==> src/rtl/sprattr_dbuf.sv <==
// Double-buffered sprite attribute table: the CPU edits a back buffer and a commit copies it,
// one entry per clock, into the front buffer that the sprite line engine reads.
module sprattr_dbuf #(
    parameter int unsigned NUM_SPR = 64,
    parameter int unsigned Y_W     = 8,
    localparam int unsigned ADDR_W = $clog2(NUM_SPR)
) (
    input  logic              clk,
    input  logic              reset_n,
    input  logic [ADDR_W:0]   sprattr_addr,
    output logic [31:0]       sprattr_rddata,
    input  logic [31:0]       sprattr_wrdata,
    input  logic              sprattr_wren,
    input  logic              commit_req,
    output logic              commit_busy,
    output logic              commit_done,
    input  logic [ADDR_W-1:0] spr_sel,
    output logic [8:0]        spr_x,
    output logic [Y_W-1:0]    spr_y,
    output logic [9:0]        spr_idx,
    output logic              spr_priority,
    output logic [1:0]        spr_palette,
    output logic              spr_h16,
    output logic              spr_vflip,
    output logic              spr_hflip
);

    // Entry packing: {y, x, attribute[15:0]}
    localparam int unsigned ENT_W = 25 + Y_W;
    localparam logic [0:0] STATE_IDLE = 1'b0;
    localparam logic [0:0] STATE_COPY = 1'b1;
    localparam logic [ADDR_W-1:0] LAST_PTR = ADDR_W'(NUM_SPR - 1);

    logic [ENT_W-1:0] back_mem  [NUM_SPR];
    logic [ENT_W-1:0] front_mem [NUM_SPR];

    logic [0:0]        state_q, state_d;
    logic [ADDR_W-1:0] ptr_q, ptr_d;
    logic              pending_q, pending_d;
    logic              done_q, done_d;
    logic [ENT_W-1:0]  vid_q;

    logic [ADDR_W-1:0] cpu_idx;
    logic              cpu_pos;
    logic [ENT_W-1:0]  cpu_entry;
    logic [ENT_W-1:0]  wr_entry;
    logic [ENT_W-1:0]  copy_entry;
    logic              unused_wrdata;

    assign cpu_idx   = sprattr_addr[ADDR_W-1:0];
    assign cpu_pos   = sprattr_addr[ADDR_W];
    assign cpu_entry = back_mem[cpu_idx];
    assign unused_wrdata = ^sprattr_wrdata[31:16+Y_W];

    always_comb begin
        wr_entry       = cpu_entry;
        sprattr_rddata = '0;
        if (cpu_pos) begin
            wr_entry[24:16]               = sprattr_wrdata[8:0];
            wr_entry[ENT_W-1:25]          = sprattr_wrdata[16+Y_W-1:16];
            sprattr_rddata[8:0]           = cpu_entry[24:16];
            sprattr_rddata[16+Y_W-1:16]   = cpu_entry[ENT_W-1:25];
        end else begin
            wr_entry[15:0]       = sprattr_wrdata[15:0];
            sprattr_rddata[15:0] = cpu_entry[15:0];
        end
    end

    always_ff @(posedge clk) begin
        if (sprattr_wren) begin
            back_mem[cpu_idx] <= wr_entry;
        end
    end

    // Forward a same-cycle CPU write so an entry written exactly at ptr still makes this pass.
    assign copy_entry = (sprattr_wren && cpu_idx == ptr_q) ? wr_entry : back_mem[ptr_q];

    always_ff @(posedge clk) begin
        if (state_q == STATE_COPY) begin
            front_mem[ptr_q] <= copy_entry;
        end
    end

    always_comb begin
        state_d   = state_q;
        ptr_d     = ptr_q;
        pending_d = pending_q;
        done_d    = 1'b0;
        case (state_q)
            STATE_IDLE: begin
                if (commit_req && pending_q) begin
                    state_d   = STATE_COPY;
                    ptr_d     = '0;
                    pending_d = 1'b0;
                end
            end
            STATE_COPY: begin
                ptr_d = ptr_q + 1'b1;
                if (ptr_q == LAST_PTR) begin
                    state_d = STATE_IDLE;
                    done_d  = 1'b1;
                end
            end
            default: state_d = STATE_IDLE;
        endcase
        // A CPU write always wins over the clear on commit entry.
        if (sprattr_wren) begin
            pending_d = 1'b1;
        end
    end

    always_ff @(posedge clk or negedge reset_n) begin
        if (!reset_n) begin
            state_q   <= STATE_IDLE;
            ptr_q     <= '0;
            pending_q <= 1'b0;
            done_q    <= 1'b0;
            vid_q     <= '0;
        end else begin
            state_q   <= state_d;
            ptr_q     <= ptr_d;
            pending_q <= pending_d;
            done_q    <= done_d;
            vid_q     <= front_mem[spr_sel];
        end
    end

    assign commit_busy  = (state_q == STATE_COPY);
    assign commit_done  = done_q;
    assign spr_x        = vid_q[24:16];
    assign spr_y        = vid_q[ENT_W-1:25];
    assign spr_idx      = vid_q[9:0];
    assign spr_h16      = vid_q[10];
    assign spr_hflip    = vid_q[11];
    assign spr_vflip    = vid_q[12];
    assign spr_palette  = vid_q[14:13];
    assign spr_priority = vid_q[15];

endmodule

==> config.mk <==
export PLATFORM = sky130hd
export DESIGN_NAME = sprattr_dbuf
export DESIGN_NICKNAME = d
export VERILOG_FILES = /design/src/rtl/sprattr_dbuf.sv
export SDC_FILE = /design/constraint.sdc
export NUM_CORES = 2
export LEC_CHECK = 0
export BUFFER_PORTS_ARGS = -buffer_cell sky130_fd_sc_hd__clkbuf_2
export CAP_MARGIN = 20
export CELL_PAD_IN_SITES_DETAIL_PLACEMENT = 1
export CELL_PAD_IN_SITES_GLOBAL_PLACEMENT = 2
export CORE_ASPECT_RATIO = 1.4
export CORE_MARGIN = 2
export CORE_UTILIZATION = 30
export DETAILED_ROUTE_END_ITERATION = 12
export GPL_ROUTABILITY_DRIVEN = 0
export HOLD_SLACK_MARGIN = 0.15
export PLACE_DENSITY = 0.49
export SLEW_MARGIN = 30
export SYNTH_ARGS = -nofsm -noshare
export SYNTH_HDL_FRONTEND = slang
export SYNTH_MEMORY_MAX_BITS = 65536
export SYNTH_SLANG_ARGS = --single-unit
==> constraint.sdc <==
create_clock -name clk -period 16.1 [get_ports clk]
set_clock_uncertainty 0.1 [all_clocks]
set_input_delay 3.22 -clock clk [delete_from_list [all_inputs] [get_ports clk]]
set_output_delay 3.22 -clock clk [all_outputs]
set_load 0.005 [all_outputs]
; Word level (Yosys, flattened, before mapping)
; Memories as Yosys holds them, arrays and structs flattened. A register that Yosys moved wholly into a read port is not among the register bits.
; Index checks and enable logic that the tools add are counted.
[op_classes]
n_bitwise = 1
n_reduce_logical = 5
n_addsub = 1
eq_ne = 4
mux = 20
[ops]
columns = operator, n
row1 = 2-to-1 mux 33 bit, 1
row2 = 2-to-1 mux 17 bit, 1
row3 = 2-to-1 mux 16 bit, 1
row4 = case mux 6 bit (2 select lines), 1
row5 = 2-to-1 mux 1 bit, 11
row6 = 2-to-1 mux 9 bit, 1
row7 = 2-to-1 mux 8 bit, 1
row8 = 2-to-1 mux 7 bit, 1
row9 = "adder 6 x 1 -> 6 bit, second input constant", 1
row10 = equality test 6 bit, 1
row11 = "equality test 6 bit, second input constant", 1
row12 = 2-to-1 mux 6 bit, 1
row13 = "!= test 2 bit, second input constant", 2
row14 = logical AND 1 bit, 2
row15 = case mux 1 bit (2 select lines), 1
row16 = AND reduction 2 bit, 1
row17 = nonzero test 2 bit, 1
row18 = zero test 1 bit, 1
row19 = inverter 1 bit, 1
[word_totals]
wordCells = 37
register_bits = 9
in_bits = 49
n_memories = 2
mem_bits_rw = 4224
[memory_table]
columns = name, words, word_bits, rd, rd_clocked_by_memory_dff, wr, line_no
row1 = back_mem, 64, 33, 2, 0, 1, 34  ; logic [ENT_W-1:0] back_mem [NUM_SPR];
row2 = front_mem, 64, 33, 1, 1, 1, 35  ; logic [ENT_W-1:0] front_mem [NUM_SPR];

; Logic depth before layout (Yosys ltp)
[depth]
ltp_word = 4
mapped_depth = 13
mapped_depth_nobuf = 7

; Least setup slack after synthesis
; Ideal clock, no wire load.
[synth_timing]
path_type = in2reg
start = input port sprattr_addr[2]
end = memory front_mem[0][26] (netlist name), data pin
t_required_ns = 15.431
arrival_time_ns = 8.510
slack_ns = 6.922
setup_ns = 0.569
n_path_buf = 5
stages = 12
cell_sequence = buf_6 > nor2b_1 > buf_2 > buf_2 > clkbuf_1 > buf_2 > a22o_1 > nand2_1 > a21oi_1 > nor3_1 > a21oi_1 > a2bb2oi_1
[synth_via]
elab_chain_len = 3
word_cells_on_any_way = 5
classes_between = eq/ne (1) / mux (2) / reduce/logical (1) / memory (1)
[synth_lines]
columns = item, line_no
row1 = from (decl), 10  ; input logic [ADDR_W:0] sprattr_addr,
row2 = memory read (64 x 33 bit), -
row3 = 2-to-1 mux 17 bit, 58  ; if (cpu_pos) begin
row4 = named net wr_entry[26], 46  ; logic [ENT_W-1:0] wr_entry;
row5 = 2-to-1 mux 33 bit, 76  ; assign copy_entry = (sprattr_wren && cpu_idx == ptr_q) ? wr_entry : back_mem[ptr_q];
row6 = named net copy_entry[26], 47  ; logic [ENT_W-1:0] copy_entry;
row7 = to (decl), 35
; The timed path passes the listed nets, and every way through them passes these cells.

; Worst setup path after layout
[layout_timing]
start = input port sprattr_addr[1]
end = output port sprattr_rddata[22]
[layout_via]
elab_chain_len = 2
[layout_lines]
columns = item, line_no
row1 = memory read (64 x 33 bit), -
row2 = 2-to-1 mux 8 bit, 58
row3 = to (decl), 11  ; output logic [31:0] sprattr_rddata,
; No other way between the ends.

==> run metrics <==
Setup violations, final=0; clock sinks=4266; top cells by area, synth=edfxtp_1 (72%), mux4_2 (9.5%), a22oi_1 (4.2%), a221oi_1 (1.9%), mux2i_1 (1.4%); Post-Syn Instances=approximately 9.7k; detailed-route via count=112.4k; post-CTS sizing=0; P&R area growth vs syn=16.16%; fraction of the mapped netlist area in adder cells=less than 1%; Min-Delay Path Class=reg -> reg; CP max FO=35; CTS tree=yes; Reg power frac=roughly 44%; sw frac=34.47%; Cell Pwr Density=roughly 170 mW/mm2; met2 Track Usage GR=47.50%; Worst-path clk slew=0.06 ns; number of global-route vias before repair=115.4k; Hold WS=0.4171 ns; CP Data Arrival Time=about 8.6 ns; vias per inst=approximately 6.2; Global Route Usage Sum=~28%; startpoint class of the critical path=primary input; DRC viols=0; Row Count=332; first-pass GRT wire length=1113000 um; # IOs=116; P_leak=between 60 and 70 nW; count leader, synth=edfxtp_1; area leader, netlist=edfxtp_1; CP Class=in -> out; Layout Cells excl Fill=18.08k; Die Ht=910.0 um; RSZ-0062 raised after global routing=no; slowest stage cell, crit path=nor2_1; main combinational cell family by area after synthesis=multiplexers; Horiz. Die Dim=651.2 um; Slew @ Worst Pin=1.316 ns; Compound-Gate Fraction of Synth Area=10.90%; top-area cell type share of the netlist area=72.11%; Crit path required time=~13 ns; multiplexer share of the synthesized area=11.85%; CP dominant cell by count=buf_4; global routing's busiest layer=met2; Crit Reg-Reg Startpoint=ptr_q[2]; grt met1 use=roughly a third; commonest cells in the netlist=edfxtp_1 (4224), a22oi_1 (973), mux4_2 (745), a221oi_1 (385), clkbuf_1 (325); layout cells sized above 1=approximately a quarter; pin count of the biggest net entering global routing=94; setup slack after layout=4.162 ns; Port Buffers=between 90 and 100; hold violation count in the final report=0; CTS Hold Bufs=0; register area share after synthesis=72.70%; GRT overflow=0; Synth Area in Simple Gates=2.481%; max_slew headroom=a little under an eighth; Hold Crit Start=pending_q; Post-CTS Setup Repair Bufs=0; slowest stage delay, CP=~0.86 ns; total CTS buffers=447; Clock Latency Late Sink=1.11 ns; Max Buffers Root-to-Sink=4; mapped cell area=0.1759 mm2; clock power share=29.5%; Worst Setup SP=sprattr_addr[1]; Fmax=0.08377 GHz; MaxCap Viol Count=0; starting density of the core=~30%; #FFs+latches synth=roughly 4.3k; DP Area=0.1896 mm2; Routed WL per cell=around 47 um; drt first pass iters=8; Setup crit end kind=output port; FFs w/ async S/R, synth=0.9845%; final slew viol count=0; outcome=completed; Antenna Nets Post-Route=0; Iteration-0 DRC Markers=13.90k; xor/xnor cell area share of the yosys netlist=0.03485%; EDFF count, synth=about 4.2k; final worst-path cycle share=roughly 74%; worst path cell trace=buf_8 -> buf_4 -> buf_4 -> nor3b_4 -> buf_4 -> buf_12 -> buf_4 -> a222oi_1 -> o221ai_1 -> nor2_1 -> nor2_1 -> clkbuf_2; met3 usage=4.350%; Core Region=0.5841 mm2; final instance area=0.2043 mm2; Total Nets Final=10.03k; CTS root buf=clkbuf_16; NetSw=0.01229 W; initial antenna violation count=75; H-tree level count=5; Die Area=approximately 0.59 mm2; HPWL Detailed=496500 um; Worst VDD drop=0.1576 mV; Setup WS pre-CTS=~4.5 ns; Pint=0.02337 W; fin crit period=11.94 ns; Logic pwr share=26.8%; Post-Route Setup TNS=0 ns; Post-Route WL=roughly 850000 um; syn_area_per_cell=18.23 um2; library cells used by synthesis=90; Synth Flop Type=edfxtp_1; Warnings, synthesis=0; placed cell count=17.21k
-- sequential cells by signal (all words and copies together) (netlist names) --
signal and count:
back_mem 2112, commit_busy 1, commit_done 1, front_mem 2112, pending_q 1, ptr_q 6, vid_q 33
-- logic make-up after synthesis --
group | Yosys count
adders and majority gates | 1
muxes | 1134
AOI/OAI and AO/OA | 2553
buffers and inverters | 807
DFF | 4266
other | 1
and+or+nand+nor | 882
xor gates and xnor gates | 7
-- metal layers --
metal	routed length (um)	share of wire (%)
met4	60710	7.2
met3	57990	6.8
met1	314500	37
met2	414200	49
met5	134	0.016
-- layout by cell type (no fill, tap or decap), types with 158 or more instances in the layout --
master,Yosys,routed
edfxtp_1,4224,4224
a22oi_1,973,973
a21oi_1,204,185
nor2_1,303,161
nand2_1,173,158
a31oi_1,180,175
mux2i_1,247,246
a22o_1,205,205
clkbuf_16,0,452
a221oi_1,385,372
buf_4,37,498
mux4_2,745,745
-- path summary, 6_finish.rpt --
kind	cells past startpoint	to	slack, ns
setup / recovery	12	sprattr_rddata[22]	4.16
hold / removal	1	pending_q	0.42
setup reg to reg	13	front_mem[17][14]	9.15
hold reg to reg	1	pending_q	0.42
max in group asynchronous	1	ptr_q[0]	12.99
min in group asynchronous	1	pending_q	2.19
-- power by group through the flow --
stage               Sequential [W]  Combinational, W  Clock (W)
CTS                         0.0156           0.00942     0.0107
finish                      0.0156           0.00956     0.0105
global route                0.0156           0.00983     0.0111
global placement            0.0158           0.00911          0
detailed placement          0.0158           0.00941          0
floorplan                   0.0159           0.00416          0
-- layout make-up --
cell class	instances	area, um2
Antenna cell	42	105.1
Fill cell	57570	379700
Timing Repair Buffer	661	5623
Multi-Input combinational cell	4585	46560
Sequential cell	4266	127900
Clock buffer	549	11850
Inverter	16	71.32
Clock inverter	277	2610
Tap cell	7682	9612
-- per-stage QoR --
| stage | power, W | utilization (%) |
|---|---|---|
| 2_1_floorplan | 0.02005 | - |
| 3_3_place_gp | 0.02489 | 32.37 |
| 3_5_place_dp | 0.02523 | 32.47 |
| 4_1_cts | 0.03572 | 34.94 |
| 5_1_grt | 0.03653 | 34.97 |
| 6_report | 0.03566 | 34.99 |
-- worst max-delay path: cells and delay by family --
family | cells | cell delay (ns)
buffers and inverters | 7 | 2.76
AND/OR/NAND/NOR | 3 | 1.49
AO/OA/AOI/OAI | 2 | 0.67
No activity file was read; power rests on OpenSTA's default activity.
